==> config.mk <==
export PLATFORM = sky130hd
export DESIGN_NAME = router_pkt_src
export DESIGN_NICKNAME = d
export VERILOG_FILES = /design/src/rtl/router_pkt_src.sv
export SDC_FILE = /design/constraint.sdc
export NUM_CORES = 1
export LEC_CHECK = 0
export ABC_CLOCK_PERIOD_IN_PS = 3150
export CAP_MARGIN = 20
export CORE_MARGIN = 10
export CORE_UTILIZATION = 50
export CTS_CLUSTER_SIZE = 28
export DETAILED_ROUTE_END_ITERATION = 10
export PLACE_DENSITY = 0.75
export SLEW_MARGIN = 10
export SYNTH_ARGS = -nofsm -noshare
export SYNTH_HDL_FRONTEND = slang
export SYNTH_SLANG_ARGS = --single-unit
==> constraint.sdc <==
create_clock -name clk -period 3.15 [get_ports clk]
set_clock_uncertainty 0.2 [all_clocks]
set_input_delay 0.63 -clock clk [delete_from_list [all_inputs] [get_ports clk]]
set_output_delay 0.63 -clock clk [all_outputs]
set_load 0.02 [all_outputs]
==> src/rtl/router_pkt_src.sv <==
// router_pkt_src -- packet source for one router input port.
//
// A start request in IDLE latches a destination, a payload length and an LFSR
// seed. The block then sends one packet: a header byte, payload_len LFSR
// bytes, and a trailing parity byte. Each byte moves on a rising edge where
// busy is low. While busy is high the current byte and all internal state hold.
//
// Optional feature: define PARITY_CORRUPT_EN to add the corrupt_parity input.
// When corrupt_parity is latched high at start, the parity byte sent on the
// wire is inverted in bit 0. The internal parity accumulator is unaffected.
//
// Ports:
//   clk            clock; all state updates on its rising edge
//   resetn         synchronous active-low reset
//   start          request one packet (only looked at in IDLE)
//   dest_addr[1:0] destination port, 0..2 (3 is rejected)
//   payload_len[5:0] payload byte count, 1..63 (0 is rejected)
//   seed[7:0]      first payload byte (0 is replaced by 1)
//   busy           router stall; no byte moves on an edge with busy=1
//   corrupt_parity (PARITY_CORRUPT_EN only) send parity^1 for this packet
//   pkt_valid      high while the header or a payload byte is presented
//   data_out[7:0]  header, payload or parity byte; 0 otherwise
//   tx_active      high from HEADER through DONE
//   done           one-cycle pulse in DONE
//   cfg_err        one-cycle pulse after a rejected start
//
// state   | meaning
// --------+---------------------------------------------------------
// IDLE    | waiting for start; all outputs 0
// HEADER  | presenting {payload_len, dest_addr}
// PAYLOAD | presenting the current LFSR byte; cnt_q bytes remain
// PARITY  | presenting the XOR of the header and all payload bytes
// DONE    | one-cycle done pulse; returns to IDLE
module router_pkt_src (
  input  logic       clk,
  input  logic       resetn,
  input  logic       start,
  input  logic [1:0] dest_addr,
  input  logic [5:0] payload_len,
  input  logic [7:0] seed,
  input  logic       busy,
`ifdef PARITY_CORRUPT_EN
  input  logic       corrupt_parity,
`endif
  output logic       pkt_valid,
  output logic [7:0] data_out,
  output logic       tx_active,
  output logic       done,
  output logic       cfg_err
);

  typedef enum logic [2:0] {
    S_IDLE    = 3'd0,
    S_HEADER  = 3'd1,
    S_PAYLOAD = 3'd2,
    S_PARITY  = 3'd3,
    S_DONE    = 3'd4
  } state_t;

  state_t      state_q;
  state_t      state_d;
  logic [1:0]  dest_q;
  logic [5:0]  len_q;
  logic [5:0]  cnt_q;
  logic [7:0]  lfsr_q;
  logic [7:0]  parity_q;
  logic        cfg_err_q;
  logic        start_ok;
  logic        start_bad;
  logic [7:0]  header;
  logic [7:0]  lfsr_next;
  logic [7:0]  parity_tx;

  assign header    = {len_q, dest_q};
  assign lfsr_next = {lfsr_q[6:0], lfsr_q[7] ^ lfsr_q[5] ^ lfsr_q[4] ^ lfsr_q[3]};
  assign cfg_err   = cfg_err_q;

`ifdef PARITY_CORRUPT_EN
  logic corrupt_q;

  always_ff @(posedge clk) begin
    if (!resetn) begin
      corrupt_q <= 1'b0;
    end else if (start_ok) begin
      corrupt_q <= corrupt_parity;
    end
  end

  assign parity_tx = parity_q ^ {7'd0, corrupt_q};
`else
  assign parity_tx = parity_q;
`endif

  always_ff @(posedge clk) begin
    if (!resetn) begin
      state_q <= S_IDLE;
    end else begin
      state_q <= state_d;
    end
  end

  always_comb begin
    state_d   = state_q;
    pkt_valid = 1'b0;
    data_out  = 8'd0;
    tx_active = 1'b1;
    done      = 1'b0;
    start_ok  = 1'b0;
    start_bad = 1'b0;
    case (state_q)
      S_IDLE: begin
        tx_active = 1'b0;
        if (start) begin
          if (payload_len == 6'd0 || dest_addr == 2'd3) begin
            start_bad = 1'b1;
          end else begin
            start_ok = 1'b1;
            state_d  = S_HEADER;
          end
        end
      end
      S_HEADER: begin
        pkt_valid = 1'b1;
        data_out  = header;
        if (!busy) state_d = S_PAYLOAD;
      end
      S_PAYLOAD: begin
        pkt_valid = 1'b1;
        data_out  = lfsr_q;
        // cnt_q counts the bytes still to send, including the one on the bus
        if (!busy && cnt_q <= 6'd1) state_d = S_PARITY;
      end
      S_PARITY: begin
        data_out = parity_tx;
        if (!busy) state_d = S_DONE;
      end
      S_DONE: begin
        done    = 1'b1;
        state_d = S_IDLE;
      end
      default: begin
        tx_active = 1'b0;
        state_d   = S_IDLE;
      end
    endcase
  end

  always_ff @(posedge clk) begin
    if (!resetn) begin
      dest_q    <= 2'd0;
      len_q     <= 6'd0;
      cnt_q     <= 6'd0;
      lfsr_q    <= 8'd0;
      parity_q  <= 8'd0;
      cfg_err_q <= 1'b0;
    end else begin
      cfg_err_q <= start_bad;
      if (start_ok) begin
        dest_q   <= dest_addr;
        len_q    <= payload_len;
        cnt_q    <= payload_len;
        // an all-zero LFSR would lock up, so a zero seed starts at 1
        lfsr_q   <= (seed == 8'd0) ? 8'd1 : seed;
        parity_q <= 8'd0;
      end
      if (state_q == S_HEADER && !busy) begin
        parity_q <= parity_q ^ header;
      end
      if (state_q == S_PAYLOAD && !busy) begin
        parity_q <= parity_q ^ lfsr_q;
        lfsr_q   <= lfsr_next;
        if (cnt_q != 6'd0) cnt_q <= cnt_q - 6'd1;
      end
    end
  end

endmodule

==> results of run 1 <==
## cells by family (layout without fill, tap and decap cells)
logic type      Yosys count  in the layout  synth area share [%]
compound gates           65             65                  22.2
xor+xnor                  9              9                  3.91
fa+ha+maj                 3              3                  1.86
buf+inv                  21             53                  5.52
flops                    34             34                  33.7
mux                      32             32                  16.2
simple gates             61             61                  16.6
## final cells by class
class,instances,area [um2]
sequential,34,683
timing repair buffer,39,370
tap,50,62.6
clock buffer,7,86.3
fill,371,1490
inverter,6,22.5
clock inverter,1,5.00
multi-input combinational,170,1230
## layer usage
| metal | track usage (%) | vias up | part of all wire [%] |
|---|---|---|---|
| li1 | - | 878 | - |
| met1 | 18.3 | 799 | 50 |
| met2 | 23.0 | 41 | 43 |
| met3 | 5.47 | 6 | 5.3 |
| met4 | 4.57 | 0 | 1.1 |
| met5 | 0 | - | 0 |
## through the flow
stage / area, um2 / power [mW] / utilization, % / setup WS (ps) / std cells
floorplan: 2020 / 0.745 / - / 861 / 225
detailed placement: 2360 / 0.851 / 59.9 / 363 / 299
global placement: 2360 / 0.846 / 59.9 / 401 / 299
CTS: 2450 / 1.18 / 62.2 / 51.5 / 307
global route: 2460 / 1.24 / 62.3 / 175 / 307
finish: 2460 / 1.18 / 62.3 / 307 / 307
## state kept, by name, summed over array words and instances, names as in the netlist
signal	cells
state_q	3
cfg_err	1
len_q	6
cnt_q	6
dest_q	2
lfsr_q	8
parity_q	8
## power by group
part,internal [mW],switching (mW)
logic,0.160,0.146
clock network,0.176,0.155
registers,0.478,0.0616
## critical path: cells and delay by family, from the launching register on
| kind | cells | cell delay, ps |
|---|---|---|
| buf+inv | 1 | 630 |
| flops | 1 | 580 |
| simple gates | 2 | 390 |
| compound gates | 1 | 110 |
## worst min path at each step
stage                 from     endpoint  slack, ps
6_report       parity_q[6]  parity_q[6]        300
5_1_grt        parity_q[3]  parity_q[3]        320
4_1_cts        parity_q[6]  parity_q[6]        300
3_5_place_dp   parity_q[4]  parity_q[4]        290
3_3_place_gp   parity_q[7]  parity_q[7]        290
2_1_floorplan    lfsr_q[0]    lfsr_q[0]        270
## cells in the final DEF, fill, tap and decap left out, drive strengths merged, types with 3 or more instances in the layout
master	n
dfxtp	34
clkdlybuf4s50	31
mux2i	27
a21oi	18
nor2	15
nor2b	14
nand2	12
o21ai	12
a21boi	9
xnor2	8
buf	8
clkbuf	7
inv	6
mux2	5
a2bb2oi	5
nand3b	4
a22o	3
a2111oi	3
a32oi	3
ha	3
==> impl_metrics.toml, run 1 <==
[clock_tree]
cts_buffers = 5
clk_latency_ps = 290
cts_sinks = 34
cts_resized = 0
cts_root_buf = "clkbuf_8"
clockBufferDepth = 2
cts_tree = "built"
htree_levels = 2
holdBufCountCts = 0
cts_setup_buffers = 0
clk_pin_slew_ps = 70

[logic_synthesis]
synth_seq_cells = 34
synth_area_um2 = 2020
synthFlopType = "dfxtp_1"
synth_top_cell_by_area = "dfxtp_1"
synthTopCellsByCount = "34 x dfxtp_1, 27 x mux2i_1, 18 x a21oi_1"
syn_avg_cell_area_um2 = 8.97
async_flop_share_pct = 0
yosys.area.top_type_share_pct = 33.7
yosysSeqAreaShare_pct = 33.7
ys_types = 45
synth_most_common_cell = "dfxtp_1"
syn_inst = 225
synth_area_leaders = "dfxtp_1 34%, mux2i_1 13%, a21oi_1 4.5%"
ys.warnings.count = 0
synth_edf_count = 0
synth_nets = 248

[global_route]
grt_max_degree = 29
track_usage_pct = 14.7
antenna_found_initial = 0
overflow = 0
grt_first_pass_wirelength_um = 8630
grt_pass1_vias = 1806

[route]
finalWirelength_um = 5010
vias = 1724
drt-initial-drc-count = 110
avgRoutedWirePerCell_um = 16.3
ant_nets = 0
drc_errors = 0
via_per_inst = 5.62
drt_pass1_iterations = 4

[critical_path]
r2r_end = "cnt_q[2]"
slowest_delay_ps = 630
r2r-start = "state_q[2]"
critPathLaunchType = "flop"
required_ps = 2320
crit_chain = "nor2b_1 -> a21oi_1 -> nor2_1 -> clkdlybuf4s50_1"
endpoint = "data_out[2]"
crit_path_start = "state_q[0]"
path_class = "flop to output pin"
ff2ff_path_depth = 5
critPathMaxFanout = 20
crit_path_end_kind = "output pin"
slowest_stage = "clkdlybuf4s50_1"
rrSetupSlack_ps = 860
cp.arrival_ps = 2010

[timing]
period_share_pct = 90.3
setup_viol = 0
max_freq_ghz = 0.352
setup_tns_ps = 0
maxSlewHeadroom_pct = 32.3
tightestPinTransition_ps = 1000
whs_ps = 302
drv_slew = 0
hold_viol_final = 0
rsz0062_at_grt = "no"
fin_crit_ps = 2840

[die]
core_area_um2 = 3940
initial_core_util_pct = 51.2
rows = 23
dieArea_um2 = 6980
die_w_um = 83.5
io_pins = 32
die_y_um = 83.5

[final_layout]
area_growth_pct = 21.7
drive_gt1_share_pct = 10.5
nets = 279
diodes = 0

[run_status]
status = "completed"

[placed_design]
gp_congestion = 0.895
dp.final_hpwl_um = 3670
io_buffer_count = 31

[hold_path]
hold_class = "flop to flop"
worstHoldPathCells = 1

[power_and_ir_drop]
leakage_nw = 0.968
power_per_cell_area_nw_per_um2 = 479
ir_drop_mv = 0.261

[run]
maxCapViolCount = 0
No activity file was read; power rests on OpenSTA's default activity.
==> run 2, diff against run 1 <==
Settings changed: CTS_BUF_LIST set to sky130_fd_sc_hd__clkbuf_4.
==> impl_metrics.toml, run 2 (same netlist as run 1, synthesis figures left out) <==
[global_route]
antenna_found_initial = 0
grt_first_pass_wirelength_um = 8470
grt_max_degree = 29
overflow = 0
track_usage_pct = 14.3
grt_pass1_vias = 1780

[clock_tree]
cts_tree = "built"
cts_resized = 2
cts_sinks = 34
clk_latency_ps = 340
cts_setup_buffers = 0
clk_pin_slew_ps = 110
cts_root_buf = "clkbuf_4"
clockBufferDepth = 2
holdBufCountCts = 0
htree_levels = 2
cts_buffers = 5

[die]
die_y_um = 83.5
dieArea_um2 = 6980
core_area_um2 = 3940
initial_core_util_pct = 51.2
rows = 23
io_pins = 32
die_w_um = 83.5

[route]
via_per_inst = 5.57
avgRoutedWirePerCell_um = 16.0
ant_nets = 0
drt_pass1_iterations = 4
drt-initial-drc-count = 99
finalWirelength_um = 4900
vias = 1711
drc_errors = 0

[final_layout]
mostFrequentLayoutCells = "32 x dfxtp_1, 31 x clkdlybuf4s50_1, 27 x mux2i_1"
drive_gt1_share_pct = 10.5
area_growth_pct = 19.8
largestRegisters = "lfsr_q: 8 flops, parity_q: 8 flops"
fillers = 368
diodes = 0
nets = 279
final_common_cell = "dfxtp_1"
stdcell_count = 307
fin_area_um2 = 2420

[timing]
tightestPinTransition_ps = 976
setup_viol = 0
rsz0062_at_grt = "no"
drv_slew = 0
postLayoutSetupSlackWorst_ps = 238
maxSlewHeadroom_pct = 34.1
period_share_pct = 92.4
max_freq_ghz = 0.343
fin_crit_ps = 2910
setup_tns_ps = 0
hold_viol_final = 0

[placed_design]
dp.final_hpwl_um = 3670
gp_congestion = 0.895
dp.cells = 299
place_ws_ps = 363
io_buffer_count = 31
place_area_um2 = 2360

[power_and_ir_drop]
pwr-share-comb_pct = 28.3
p_seq_share_pct = 49.9
swShare_pct = 32.4
leakage_nw = 0.953
power_per_cell_area_nw_per_um2 = 446
pwr-share-clk_pct = 21.8
p_switching_uw = 349
p_int_uw = 730
ir_drop_mv = 0.237

[critical_path]
crit_path_end_kind = "output pin"
critPathMaxFanout = 20
critPathLaunchType = "flop"
required_ps = 2320
cp.arrival_ps = 2080
path_class = "flop to output pin"

[hold_path]
hold_class = "flop to flop"

[run_status]
status = "completed"

[run]
maxCapViolCount = 0
[run 2: cell types whose count changed in the layout (fill, tap and decap cells not counted)]
cell,change
clkbuf_4,+6
clkbuf_8,-6
clkbuf_1,-1
clkinv_1,+1
[run 2: path summary, 6_finish.rpt]
| check | start | to | slack (ps) | cells after the start |
|---|---|---|---|---|
| worst min register to register | parity_q[6] | parity_q[6] | 310 | 1 |
| worst max-delay path | state_q[0] | data_out[2] | 240 | 4 |
| worst min-delay path | parity_q[6] | parity_q[6] | 310 | 1 |
| worst max register to register | state_q[2] | cnt_q[2] | 860 | 5 |
[run 2: layout make-up]
class	instances	area, um2	share of cell area [%]
Timing Repair Buffer	39	370	15.3
Clock buffer	6	45.0	1.86
Inverter	6	22.5	0.931
Clock inverter	2	8.76	0.362
Multi-Input combinational cell	170	1230	50.7
Tap cell	50	62.6	2.59
Sequential cell	34	683	28.2
[run 2: stage by stage]
stage          util (%)  total power, mW  hold slack (ps)
2_1_floorplan         -            0.745              272
3_3_place_gp       59.9            0.846              289
3_5_place_dp       59.9            0.851              291
4_1_cts            61.3             1.09              308
5_1_grt            61.3             1.14              327
6_report           61.3             1.08              306
[run 2: critical path: stages (launching register included)]
cell             delay (ps)
dfxtp_2                 600
nor2b_1                 280
a21oi_1                 110
nor2_1                  120
clkdlybuf4s50_1         630
[run 2: layer usage]
layer  routed length [um]  GRT usage (%)  vias up
li1                     -              -      880
met1                 2500           18.3      776
met2                 2130           22.2       51
met3                  251           5.18        4
met4                   19           3.20        0
met5                    0              0        -
[run 2: power by group through the flow]
stage / sequential, mW / clock (mW) / combinational (mW)
floorplan: 0.514 / 0 / 0.231
global placement: 0.546 / 0 / 0.300
detailed placement: 0.547 / 0 / 0.305
CTS: 0.538 / 0.241 / 0.307
global route: 0.547 / 0.258 / 0.338
finish: 0.538 / 0.235 / 0.306
